===== config.mk =====
export PLATFORM = sky130hd
export DESIGN_NAME = bp_me_burst_pump_out
export DESIGN_NICKNAME = d
export VERILOG_FILES = /design/src/rtl/bp_me_pkg.sv /design/src/rtl/bp_me_burst_pump_out_chk.sv /design/src/rtl/bp_me_pump_fifo_async.sv /design/src/rtl/bp_me_burst_pump_out.sv
export SDC_FILE = /design/constraint.sdc
export NUM_CORES = 2
export LEC_CHECK = 0
export BUFFER_PORTS_ARGS = -buffer_cell sky130_fd_sc_hd__buf_2
export CAP_MARGIN = 0
export CORE_AREA = 8 8 363 330
export CTS_CLUSTER_SIZE = 20
export DETAILED_ROUTE_END_ITERATION = 10
export DIE_AREA = 0 0 371 338
export MAX_ROUTING_LAYER = met4
export PLACE_DENSITY = 0.73
export SYNTH_ARGS = -nofsm -noshare
export SYNTH_HDL_FRONTEND = slang
export SYNTH_SLANG_ARGS = --single-unit

===== constraint.sdc =====
create_clock -name clk_i -period 7.2 [get_ports clk_i]
set_clock_uncertainty 0.2 [all_clocks]
set_input_delay 1.44 -clock clk_i [delete_from_list [all_inputs] [get_ports clk_i]]
set_output_delay 1.44 -clock clk_i [all_outputs]
set_load 0.05 [all_outputs]

===== src/rtl/bp_me_pkg.sv =====
// Shared definitions for the BedRock stream burst pumps (inbound and outbound).
package bp_me_pkg;

    // Header field layout, LSB first: msg_type, size, addr, payload.
    localparam int bp_me_type_width_lp = 4;
    localparam int bp_me_size_width_lp = 3;
    localparam int bp_me_addr_lsb_lp   = bp_me_type_width_lp + bp_me_size_width_lp;

    typedef enum logic [1:0] {
        e_ready    = 2'd0,
        e_burst    = 2'd1,
        e_collapse = 2'd2
    } bp_me_pump_state_e;

    // Beats minus one for a message of 2^size bytes; a sub-beat size still takes one beat.
    function automatic int unsigned bp_me_size_to_beats_m1(input logic [2:0] size,
                                                           input int unsigned stream_bytes_log2);
        int unsigned sz;
        sz = {29'd0, size};
        if (sz >= stream_bytes_log2) begin
            return (32'd1 << (sz - stream_bytes_log2)) - 32'd1;
        end else begin
            return 32'd0;
        end
    endfunction

endpackage


===== src/rtl/bp_me_burst_pump_out_chk.sv =====
// Protocol checker: a stalled first beat must hold valid and a stable header.
module bp_me_burst_pump_out_chk #(
    parameter int header_width_p = 8
) (
    input logic                      clk_i,
    input logic                      reset_n_i,
    input logic                      in_ready_state_i,
    input logic                      fsm_v_i,
    input logic                      fsm_ready_and_i,
    input logic [header_width_p-1:0] fsm_base_header_i
);

    a_first_beat_held: assert property (@(posedge clk_i) disable iff (!reset_n_i)
        (in_ready_state_i & fsm_v_i & ~fsm_ready_and_i) |=> (fsm_v_i & $stable(fsm_base_header_i)));

endmodule


===== src/rtl/bp_me_pump_fifo_async.sv =====
// Small 1r1w ready/valid buffer with asynchronous active-low reset.
// A full buffer refuses pushes, so push and pop never collide on a full entry.
module bp_me_pump_fifo_async #(
    parameter int width_p = 8,
    parameter int els_p   = 2
) (
    input  logic               clk_i,
    input  logic               reset_n_i,
    input  logic [width_p-1:0] data_i,
    input  logic               v_i,
    output logic               ready_and_o,
    output logic [width_p-1:0] data_o,
    output logic               v_o,
    input  logic               ready_and_i
);

    localparam int ptr_w_lp = (els_p > 1) ? $clog2(els_p) : 1;
    localparam int cnt_w_lp = $clog2(els_p + 1);

    logic [width_p-1:0]  r_mem [els_p];
    logic [ptr_w_lp-1:0] r_wptr;
    logic [ptr_w_lp-1:0] r_rptr;
    logic [cnt_w_lp-1:0] r_count;
    logic                w_push;
    logic                w_pop;

    assign ready_and_o = (r_count != cnt_w_lp'(els_p));
    assign v_o         = (r_count != {cnt_w_lp{1'b0}});
    assign data_o      = r_mem[r_rptr];
    assign w_push      = v_i & ready_and_o;
    assign w_pop       = v_o & ready_and_i;

    // Storage, circular pointers and occupancy.
    always_ff @(posedge clk_i or negedge reset_n_i) begin
        if (!reset_n_i) begin
            for (int i = 0; i < els_p; i++) begin
                r_mem[i] <= {width_p{1'b0}};
            end
            r_wptr  <= {ptr_w_lp{1'b0}};
            r_rptr  <= {ptr_w_lp{1'b0}};
            r_count <= {cnt_w_lp{1'b0}};
        end else begin
            if (w_push) begin
                r_mem[r_wptr] <= data_i;
                r_wptr <= (r_wptr == ptr_w_lp'(els_p - 1)) ? {ptr_w_lp{1'b0}} : r_wptr + ptr_w_lp'(1);
            end
            if (w_pop) begin
                r_rptr <= (r_rptr == ptr_w_lp'(els_p - 1)) ? {ptr_w_lp{1'b0}} : r_rptr + ptr_w_lp'(1);
            end
            case ({w_push, w_pop})
                2'b10:   r_count <= r_count + cnt_w_lp'(1);
                2'b01:   r_count <= r_count - cnt_w_lp'(1);
                default: r_count <= r_count;
            endcase
        end
    end

endmodule


===== src/rtl/bp_me_burst_pump_out.sv =====
// Outbound burst pump: turns producer-FSM beats into a buffered BedRock stream
// message (header channel + data channel with last flag), handling N:N bursts
// and N:1 collapse of streamed beats into a single header.
module bp_me_burst_pump_out
    import bp_me_pkg::*;
#(
    parameter int          paddr_width_p       = 40,
    parameter int          stream_data_width_p = 64,
    parameter int          block_width_p       = 512,
    parameter int          payload_width_p     = 16,
    parameter logic [15:0] msg_stream_mask_p   = 16'h0000,
    parameter logic [15:0] fsm_stream_mask_p   = msg_stream_mask_p,
    parameter int          header_els_p        = 2,
    parameter int          data_els_p          = header_els_p * (block_width_p / stream_data_width_p),
    localparam int hdr_w_lp         = payload_width_p + paddr_width_p + bp_me_addr_lsb_lp,
    localparam int stream_bytes_lp  = stream_data_width_p / 8,
    localparam int stream_words_lp  = block_width_p / stream_data_width_p,
    localparam int cnt_w_lp         = (stream_words_lp > 1) ? $clog2(stream_words_lp) : 1
) (
    input  logic                           clk_i,
    input  logic                           reset_n_i,
    input  logic [hdr_w_lp-1:0]            fsm_base_header_i,
    input  logic                           fsm_has_data_i,
    input  logic [stream_data_width_p-1:0] fsm_data_i,
    input  logic                           fsm_v_i,
    output logic                           fsm_ready_and_o,
    output logic [cnt_w_lp-1:0]            fsm_cnt_o,
    output logic [paddr_width_p-1:0]       fsm_addr_o,
    output logic                           fsm_new_o,
    output logic                           fsm_last_o,
    output logic [hdr_w_lp-1:0]            msg_header_o,
    output logic                           msg_header_v_o,
    input  logic                           msg_header_ready_and_i,
    output logic                           msg_has_data_o,
    output logic [stream_data_width_p-1:0] msg_data_o,
    output logic                           msg_data_v_o,
    input  logic                           msg_data_ready_and_i,
    output logic                           msg_last_o
);

    localparam int off_lp = $clog2(stream_bytes_lp);

    bp_me_pump_state_e          r_state;
    logic                       r_live;
    logic [cnt_w_lp-1:0]        r_cnt;
    logic [cnt_w_lp-1:0]        r_size;
    logic [paddr_width_p-1:0]   r_base_addr;

    logic [bp_me_type_width_lp-1:0] w_type;
    logic [bp_me_size_width_lp-1:0] w_size;
    logic [paddr_width_p-1:0]       w_hdr_addr;
    logic [cnt_w_lp-1:0]            w_size_n;
    logic                           w_do_burst;
    logic                           w_do_collapse;
    logic                           w_in_ready;
    logic                           w_hdr_ready;
    logic                           w_data_ready;
    logic                           w_ready;
    logic                           w_fire;
    logic                           w_hdr_push;
    logic                           w_data_push;
    logic [paddr_width_p-1:0]       w_base_addr;
    logic [cnt_w_lp-1:0]            w_mask;
    logic [cnt_w_lp-1:0]            w_word;
    logic [cnt_w_lp-1:0]            w_wrap;

    // Live header decode; only meaningful on the first beat of a message.
    assign w_type        = fsm_base_header_i[bp_me_type_width_lp-1:0];
    assign w_size        = fsm_base_header_i[bp_me_addr_lsb_lp-1:bp_me_type_width_lp];
    assign w_hdr_addr    = fsm_base_header_i[bp_me_addr_lsb_lp+paddr_width_p-1:bp_me_addr_lsb_lp];
    assign w_size_n      = cnt_w_lp'(bp_me_size_to_beats_m1(w_size, off_lp));
    assign w_do_burst    = fsm_stream_mask_p[w_type] & msg_stream_mask_p[w_type]
                         & (w_size_n != {cnt_w_lp{1'b0}});
    assign w_do_collapse = fsm_stream_mask_p[w_type] & ~msg_stream_mask_p[w_type]
                         & (w_size_n != {cnt_w_lp{1'b0}});
    assign w_in_ready    = (r_state == e_ready);

    // Per-state acceptance and last-beat strobe toward the producer FSM.
    always_comb begin
        w_ready    = 1'b0;
        fsm_last_o = 1'b1;
        case (r_state)
            e_ready: begin
                w_ready    = w_hdr_ready & (~fsm_has_data_i | w_data_ready);
                fsm_last_o = ~(w_do_burst | w_do_collapse);
            end
            e_burst: begin
                w_ready    = w_data_ready;
                fsm_last_o = (r_cnt == r_size);
            end
            e_collapse: begin
                w_ready    = 1'b1;
                fsm_last_o = (r_cnt == r_size);
            end
            default: begin
                w_ready    = 1'b0;
                fsm_last_o = 1'b1;
            end
        endcase
    end

    assign fsm_ready_and_o = r_live & w_ready;
    assign fsm_new_o       = w_in_ready;
    assign fsm_cnt_o       = r_cnt;
    assign w_fire          = fsm_v_i & fsm_ready_and_o;
    assign w_hdr_push      = w_fire & w_in_ready;
    assign w_data_push     = w_fire & ((w_in_ready & fsm_has_data_i) | (r_state == e_burst));

    // Wrapped beat address inside the size-aligned window; offset bits only on beat 0.
    assign w_base_addr = w_in_ready ? w_hdr_addr : r_base_addr;
    assign w_mask      = w_in_ready ? w_size_n : r_size;
    assign w_word      = w_base_addr[off_lp+cnt_w_lp-1:off_lp];
    assign w_wrap      = (w_word & ~w_mask) | ((w_word + r_cnt) & w_mask);
    assign fsm_addr_o  = {w_base_addr[paddr_width_p-1:off_lp+cnt_w_lp], w_wrap,
                          (r_cnt == {cnt_w_lp{1'b0}}) ? w_base_addr[off_lp-1:0] : {off_lp{1'b0}}};

    // Message state machine, beat counter and first-beat captures.
    always_ff @(posedge clk_i or negedge reset_n_i) begin
        if (!reset_n_i) begin
            r_state     <= e_ready;
            r_live      <= 1'b0;
            r_cnt       <= {cnt_w_lp{1'b0}};
            r_size      <= {cnt_w_lp{1'b0}};
            r_base_addr <= {paddr_width_p{1'b0}};
        end else begin
            r_live <= 1'b1;
            if (w_fire) begin
                case (r_state)
                    e_ready: begin
                        r_base_addr <= w_hdr_addr;
                        r_size      <= w_size_n;
                        if (w_do_burst) begin
                            r_state <= e_burst;
                            r_cnt   <= cnt_w_lp'(1);
                        end else if (w_do_collapse) begin
                            r_state <= e_collapse;
                            r_cnt   <= cnt_w_lp'(1);
                        end else begin
                            r_state <= e_ready;
                            r_cnt   <= {cnt_w_lp{1'b0}};
                        end
                    end
                    e_burst, e_collapse: begin
                        if (fsm_last_o) begin
                            r_state <= e_ready;
                            r_cnt   <= {cnt_w_lp{1'b0}};
                        end else begin
                            r_cnt   <= r_cnt + cnt_w_lp'(1);
                        end
                    end
                    default: begin
                        r_state <= e_ready;
                        r_cnt   <= {cnt_w_lp{1'b0}};
                    end
                endcase
            end
        end
    end

    bp_me_pump_fifo_async #(.width_p(hdr_w_lp + 1), .els_p(header_els_p)) u_hdr_fifo (
        .clk_i       (clk_i),
        .reset_n_i   (reset_n_i),
        .data_i      ({fsm_has_data_i, fsm_base_header_i}),
        .v_i         (w_hdr_push),
        .ready_and_o (w_hdr_ready),
        .data_o      ({msg_has_data_o, msg_header_o}),
        .v_o         (msg_header_v_o),
        .ready_and_i (msg_header_ready_and_i)
    );

    bp_me_pump_fifo_async #(.width_p(stream_data_width_p + 1), .els_p(data_els_p)) u_data_fifo (
        .clk_i       (clk_i),
        .reset_n_i   (reset_n_i),
        .data_i      ({fsm_last_o, fsm_data_i}),
        .v_i         (w_data_push),
        .ready_and_o (w_data_ready),
        .data_o      ({msg_last_o, msg_data_o}),
        .v_o         (msg_data_v_o),
        .ready_and_i (msg_data_ready_and_i)
    );

    bp_me_burst_pump_out_chk #(.header_width_p(hdr_w_lp)) u_chk (
        .clk_i             (clk_i),
        .reset_n_i         (reset_n_i),
        .in_ready_state_i  (w_in_ready),
        .fsm_v_i           (fsm_v_i),
        .fsm_ready_and_i   (fsm_ready_and_o),
        .fsm_base_header_i (fsm_base_header_i)
    );

endmodule


After elaboration in Yosys (flattened, before gate mapping)
Memories as Yosys holds them, arrays and structs flattened.
Index checks and enable logic that the tools add are counted.
{"block": "op_classes", "n_shift": 1, "eq_ne": 12, "reduce_logical": 11, "addsub": 12, "bitwise": 23, "n_lt_le_gt_ge": 8, "muxes": 31}
{"op": "bitwise mux 1040 bit", "n": 1}
{"op": "binary-select mux 65 bit (select 4 bit)", "n": 1}
{"op": "demux 65 bit (select 4 bit)", "n": 1}
{"op": "two-way mux 64 bit", "n": 4}
{"op": "two-way mux 65 bit", "n": 3}
{"op": "bitwise mux 128 bit", "n": 1}
{"op": "demux 64 bit (select 1 bit)", "n": 1}
{"op": "two-way mux 40 bit", "n": 1}
{"op": "<< shifter 1 x 32 -> 3 bit (first input constant)", "n": 1}
{"op": "two-way mux 3 bit", "n": 4}
{"op": "bitwise AND 1 bit", "n": 11}
{"op": ">= comparator 5 bit (second input constant)", "n": 2}
{"op": "inverter 4 -> 5 bit", "n": 2}
{"op": "case mux 5 bit (2 select lines)", "n": 1}
{"op": "adder 4 x 1 -> 4 bit (second input constant)", "n": 2}
{"op": "== test 4 bit (second input constant)", "n": 2}
{"op": "two-way mux 4 bit", "n": 2}
{"op": "case mux 2 bit (2 select lines)", "n": 2}
{"op": "bitwise AND 3 bit", "n": 2}
{"op": "== test 2 x 1 -> 1 bit (second input constant)", "n": 3}
{"op": "== test 2 bit (second input constant)", "n": 3}
{"op": "case mux 3 bit (2 select lines)", "n": 1}
{"op": "nonzero test 2 bit", "n": 3}
{"op": "adder 5 x 1 -> 5 bit (second input constant)", "n": 1}
{"op": "33 further kinds", "n": 43}
{"block": "totals", "in_bits": 133, "elab_cells": 128, "register_bits": 1234, "n_memories": 1, "output_inout_bits": 177, "romBits": 16}
{"name": "(name not given)", "depth": 16, "width": 1, "read_ports": 1, "rd_ports_with_merged_regs": 0, "write_ports": 0, "line": "bp_me_burst_pump_out.sv:74", "text": "assign w_do_collapse = fsm_stream_mask_p[w_type] & ~msg_stream_mask_p[w_type]"}

Longest topological paths before layout
{"block": "logic_depth", "depth_word": 10, "depth_mapped": 13, "mapped_depth_nobuf": 12}

By module
Synthesis repeated with hierarchy kept, for this count alone.
{"block": "hier_totals", "cells_unflattened": 3592, "area_unflattened_um2": 56644.3}
{"module": "bp_me_pump_fifo_async (u_data_fifo)", "area_each_um2": 49911.6, "instances": 1, "seq_area_each_um2": 26350.3, "cells_each": 3179}
{"module": "bp_me_pump_fifo_async (u_hdr_fifo)", "area_each_um2": 6343.6, "instances": 1, "seq_area_each_um2": 3303.2, "cells_each": 358}
{"module": "bp_me_burst_pump_out", "area_each_um2": 389.1, "instances": 1, "seq_area_each_um2": 25.0, "cells_each": 55}

Worst setup path after synthesis
Ideal clock, no wire load.
{"block": "synth_path", "kind": "reg-to-output", "from": "register u_data_fifo.r_rptr[1]", "to": "output port msg_data_o[10]", "path_stages_with_launch": 7, "slack_ns": 3.373, "required_time_ns": 5.560, "path_buffers": 2, "t_arrival_ns": 2.187, "path_cell_list": "dfrtp_1 > clkbuf_1 > clkbuf_1 > mux2_2 > o221ai_1 > o21ai_0 > a221o_1"}
{"block": "synth_between", "elab_chain_cells": 4}
{"element": "start, declared", "line": "bp_me_pump_fifo_async.sv:22", "text": "logic [ptr_w_lp-1:0] r_rptr;"}
{"element": "start signal, assigned", "line": "bp_me_pump_fifo_async.sv:40", "text": "r_rptr <= {ptr_w_lp{1'b0}};"}
{"element": "start signal, assigned", "line": "bp_me_pump_fifo_async.sv:48", "text": "r_rptr <= (r_rptr == ptr_w_lp'(els_p - 1)) ? {ptr_w_lp{1'b0}} : r_rptr + ptr_w_lp'(1);"}
{"element": "inverter 4 -> 5 bit (not written as such)", "line": "bp_me_pump_fifo_async.sv:29", "text": "assign data_o = r_mem[r_rptr];"}
{"element": "binary-select mux 65 bit (select 4 bit)", "line": "bp_me_pump_fifo_async.sv:29"}
{"element": "two-way mux 65 bit (not written as such) (2 in a row)", "line": "bp_me_pump_fifo_async.sv:29"}
{"element": "end, declared", "line": "bp_me_burst_pump_out.sv:35", "text": "output logic [stream_data_width_p-1:0] msg_data_o,"}
Every way passes these cells. The select of a mux whose other input is x is not followed.

Worst setup path in the final report
{"block": "layout_path", "from": "register u_data_fifo.r_rptr[0]", "to": "output port msg_data_o[37]"}
Same word-level chain as after synthesis.

==> flow_metrics.env <==
export IMPL_power_density_nw_per_um2=438
export IMPL_arrival_ps=3970
export IMPL_routedWlPerCell_um=25.3
export IMPL_drv_cap=0
export IMPL_max_slew_margin_rel_pct=23.2
export IMPL_cts_clk_slew_worst_paths_ps=60
export IMPL_vias=30500
export IMPL_cts_root_buf="clkbuf_16"
export IMPL_crit_path_top_delay_cell="dfrtp_4"
export IMPL_fin_nets=3802
export IMPL_synth_cell_types=37
export IMPL_yosysSeqAreaShare_pct=52.7
export IMPL_crit_chain="nand2b_4, buf_4, o221ai_1, o21ai_0, a221o_1, buf_2"
export IMPL_layout_cells_non_filler=5278
export IMPL_seqPwrFrac_pct=37.2
export IMPL_cp_start_kind="register"
export IMPL_dpl_hpwl_mm=75.4
export IMPL_cts_inserted_buffers=120
export IMPL_r2r_slack_ps=3760
export IMPL_coreArea_um2=114000
export IMPL_die_area_um2=125000
export IMPL_endpoint="msg_data_o[37]"
export IMPL_synth_ff_type="dfrtp_1"
export IMPL_synth_edf_count=0
export IMPL_insertion_delay_ps=720
export IMPL_io_buffers=304
export IMPL_area_growth_pct=11.0
export IMPL_cts_resized=0
export IMPL_std_cell_rows=118
export IMPL_hold_viol_final=0
export IMPL_ir_drop_mv=0.360
export IMPL_place_congestion=0.734
export IMPL_die_y_um=338
export IMPL_hp_start="u_data_fifo.r_mem[389]"
export IMPL_first_pass_iters=4
export IMPL_critPathTopFamily="buffers and inverters"
export IMPL_postRouteAntennaNets=0
export IMPL_drive_gt1_share_pct=56.9
export IMPL_drv_slew=0
export IMPL_final_util_pct=54.9
export IMPL_tightest_slew_ps=1150
export IMPL_setup_violations_final=0
export IMPL_crit_type="reg -> out"
export IMPL_htreeDepth=3
export IMPL_setup_tns_final_ps=0
export IMPL_avgViaCountPerCell=5.78
export IMPL_synthCells=3518
export IMPL_r2r_end="u_data_fifo.r_mem[632]"
export IMPL_placedCellCount=5035
export IMPL_cts_tree="done"
export IMPL_worstPathRequired_ps=5560
export IMPL_cp_depth=6
export IMPL_slowest_delay_ps=880
export IMPL_critPathMaxFanout=40
export IMPL_synth_seq_cells=1186
export IMPL_post_cts_buffers=0
export IMPL_layout_setup_ws_ps=1590
export IMPL_grt_setup_unrepaired="no"
export IMPL_clkSinkCount=1186
export IMPL_avgSynthCellArea_um2=16.0
export IMPL_syn_cell_area_um2=56400
export IMPL_status="completed"
export IMPL_clkPwrFrac_pct=23.6
export IMPL_grt_max_degree=168
export IMPL_swShare_pct=35.9
export IMPL_die_width_um=371
export IMPL_fillerInstances=9003
export IMPL_switchingPower_w=0.00985
export IMPL_r2r_start="u_hdr_fifo.r_count[0]"
export IMPL_drtIter0Drc=2143
export IMPL_grt_total_usage_pct=21.9
export IMPL_end_kind="output port"
export IMPL_hold_path_class="reg -> reg"
export IMPL_critPathBufInv=2
export IMPL_holdWs_ps=267
export IMPL_drc=0
export IMPL_internal_power_w=0.0176
export IMPL_preCtsSetupSlack_ps=2310
export IMPL_yosys_warnings=0
export IMPL_grt_overflow=0
export IMPL_cts_hold_buf=0
export IMPL_total_leakage_power_nw=29.1
export IMPL_start_util_pct=49.5
export IMPL_fmaxAchievable_mhz=178
export IMPL_first_global_vias=33300
export IMPL_finalWirelength_mm=134
export IMPL_cts_max_path_buffers=3
export IMPL_p_comb_share_pct=39.1
export IMPL_antenna_found_initial=21
export IMPL_synthArstFlopShare_pct=100
export IMPL_period_needed_ps=5610
export IMPL_io_pins=310
export IMPL_grt_pass1_wl_mm=208
export IMPL_fin_crit_sh_pct=78.0
export IMPL_startpoint="u_data_fifo.r_rptr[0]"
export IMPL_reg2reg_depth=6
[logic make-up (layout without fill, tap and decap cells)]
group / Yosys count / in the layout / synth area share [%]
AOI/OAI and AO/OA: 214 / 214 / 2.94
and+or+nand+nor: 131 / 131 / 1.41
DFF: 1186 / 1186 / 52.7
buffers and inverters: 421 / 658 / 4.25
other: 2 / 25 / 0.0133
xor gates and xnor gates: 11 / 11 / 0.171
muxes: 1542 / 1542 / 38.3
adders and majority gates: 11 / 11 / 0.258
[registers in the layout, indices dropped and copies added, names as in the netlist]
signal and count:
r_live 1, u_data_fifo.r_mem 1040, u_hdr_fifo.r_mem 128, u_hdr_fifo.r_rptr 1, u_data_fifo.r_count 5, u_data_fifo.r_rptr 4, u_hdr_fifo.r_count 2, u_hdr_fifo.r_wptr 1
u_data_fifo.r_wptr 4
[worst reg2reg max path: stages (launching register included)]
cell and delay (ps):
dfrtp_1 400, nand2b_1 140, and3_1 230, and3_4 400, and3_4 950, buf_4 610
mux2_2 400
[per-layer routing]
layer / GRT usage (%) / vias up / share of wire [%]
li1: - / 13200 / -
met1: 29.7 / 16500 / 45
met2: 33.6 / 592 / 47
met3: 4.59 / 236 / 4.8
met4: 6.47 / 0 / 2.8
met5: - / - / 0
[worst min path at each step]
stage                                        end  slack, ps  cells past startpoint
after detailed placement  u_data_fifo.r_mem[389]        250                      1
after global routing      u_data_fifo.r_mem[974]        280                      1
final                     u_data_fifo.r_mem[389]        270                      1
after floorplan            u_data_fifo.r_mem[64]        230                      1
after global placement    u_data_fifo.r_mem[584]        240                      1
after CTS                 u_data_fifo.r_mem[389]        270                      1
[cell usage after synthesis (2+ instances only)]
master,instances,area (um2)
a21oi_1,5,25.0
inv_1,75,282
mux4_2,195,4390
mux2_2,808,9100
a221o_1,65,651
ha_1,10,125
and2_1,2,12.5
or2_2,15,93.8
xnor2_1,7,61.3
dfrtp_1,1186,29700
buf_2,89,445
mux2_4,539,8090
conb_1,2,7.51
o21ai_0,74,370
buf_4,52,390
nand2b_1,4,25.0
buf_1,8,30.0
nor2_1,4,15.0
nand3_1,5,25.0
and3_1,16,100
nand2_1,13,48.8
xor2_1,4,35.0
buf_6,68,766
clkbuf_1,129,484
o221ai_1,65,569
nor2b_1,67,419
[layout by cell type (no fill, tap or decap), drive strengths merged, types with 2 or more instances in the layout]
cell type,n
nand2,13
xor2,4
or2,15
mux2,1347
nand3,5
clkinv,27
xnor2,7
o21ai,74
diode,19
and3,17
nor2,5
conb,6
o221ai,65
mux4,195
buf,360
dfrtp,1186
inv,77
bufinv,10
a221o,65
nand2b,4
nor2b,67
and2,2
clkbuf,183
a21oi,5
ha,10
[per-stage QoR]
| step | total power (W) | cell area, um2 |
|---|---|---|
| 2_1_floorplan | 0.0183 | 56400 |
| 5_1_grt | 0.0287 | 62500 |
| 4_1_cts | 0.0277 | 62500 |
| 6_report | 0.0274 | 62500 |
| 3_3_place_gp | 0.0209 | 58400 |
| 3_5_place_dp | 0.0211 | 58400 |
[power by group through the flow]
stage	Combinational [W]	Sequential (W)	Clock, W
global route	0.0114	0.0105	0.00688
detailed placement	0.0108	0.0103	0
finish	0.0107	0.0102	0.00647
global placement	0.0107	0.0102	0
CTS	0.0109	0.0102	0.00662
floorplan	0.00868	0.00966	0
[cell type report]
| cell class | instances | area (um2) | area share, % |
|---|---|---|---|
| clock inverters | 40 | 513 | 0.820 |
| well taps | 1500 | 1880 | 3.00 |
| clock buffers | 183 | 3590 | 5.75 |
| diodes | 19 | 47.5 | 0.0760 |
| inverters | 75 | 282 | 0.450 |
| repair buffers | 360 | 2100 | 3.36 |
| multi-input cells | 1915 | 24400 | 39.1 |
| flip-flops and latches | 1186 | 29700 | 47.5 |
No activity file was read; power rests on OpenSTA's default activity.
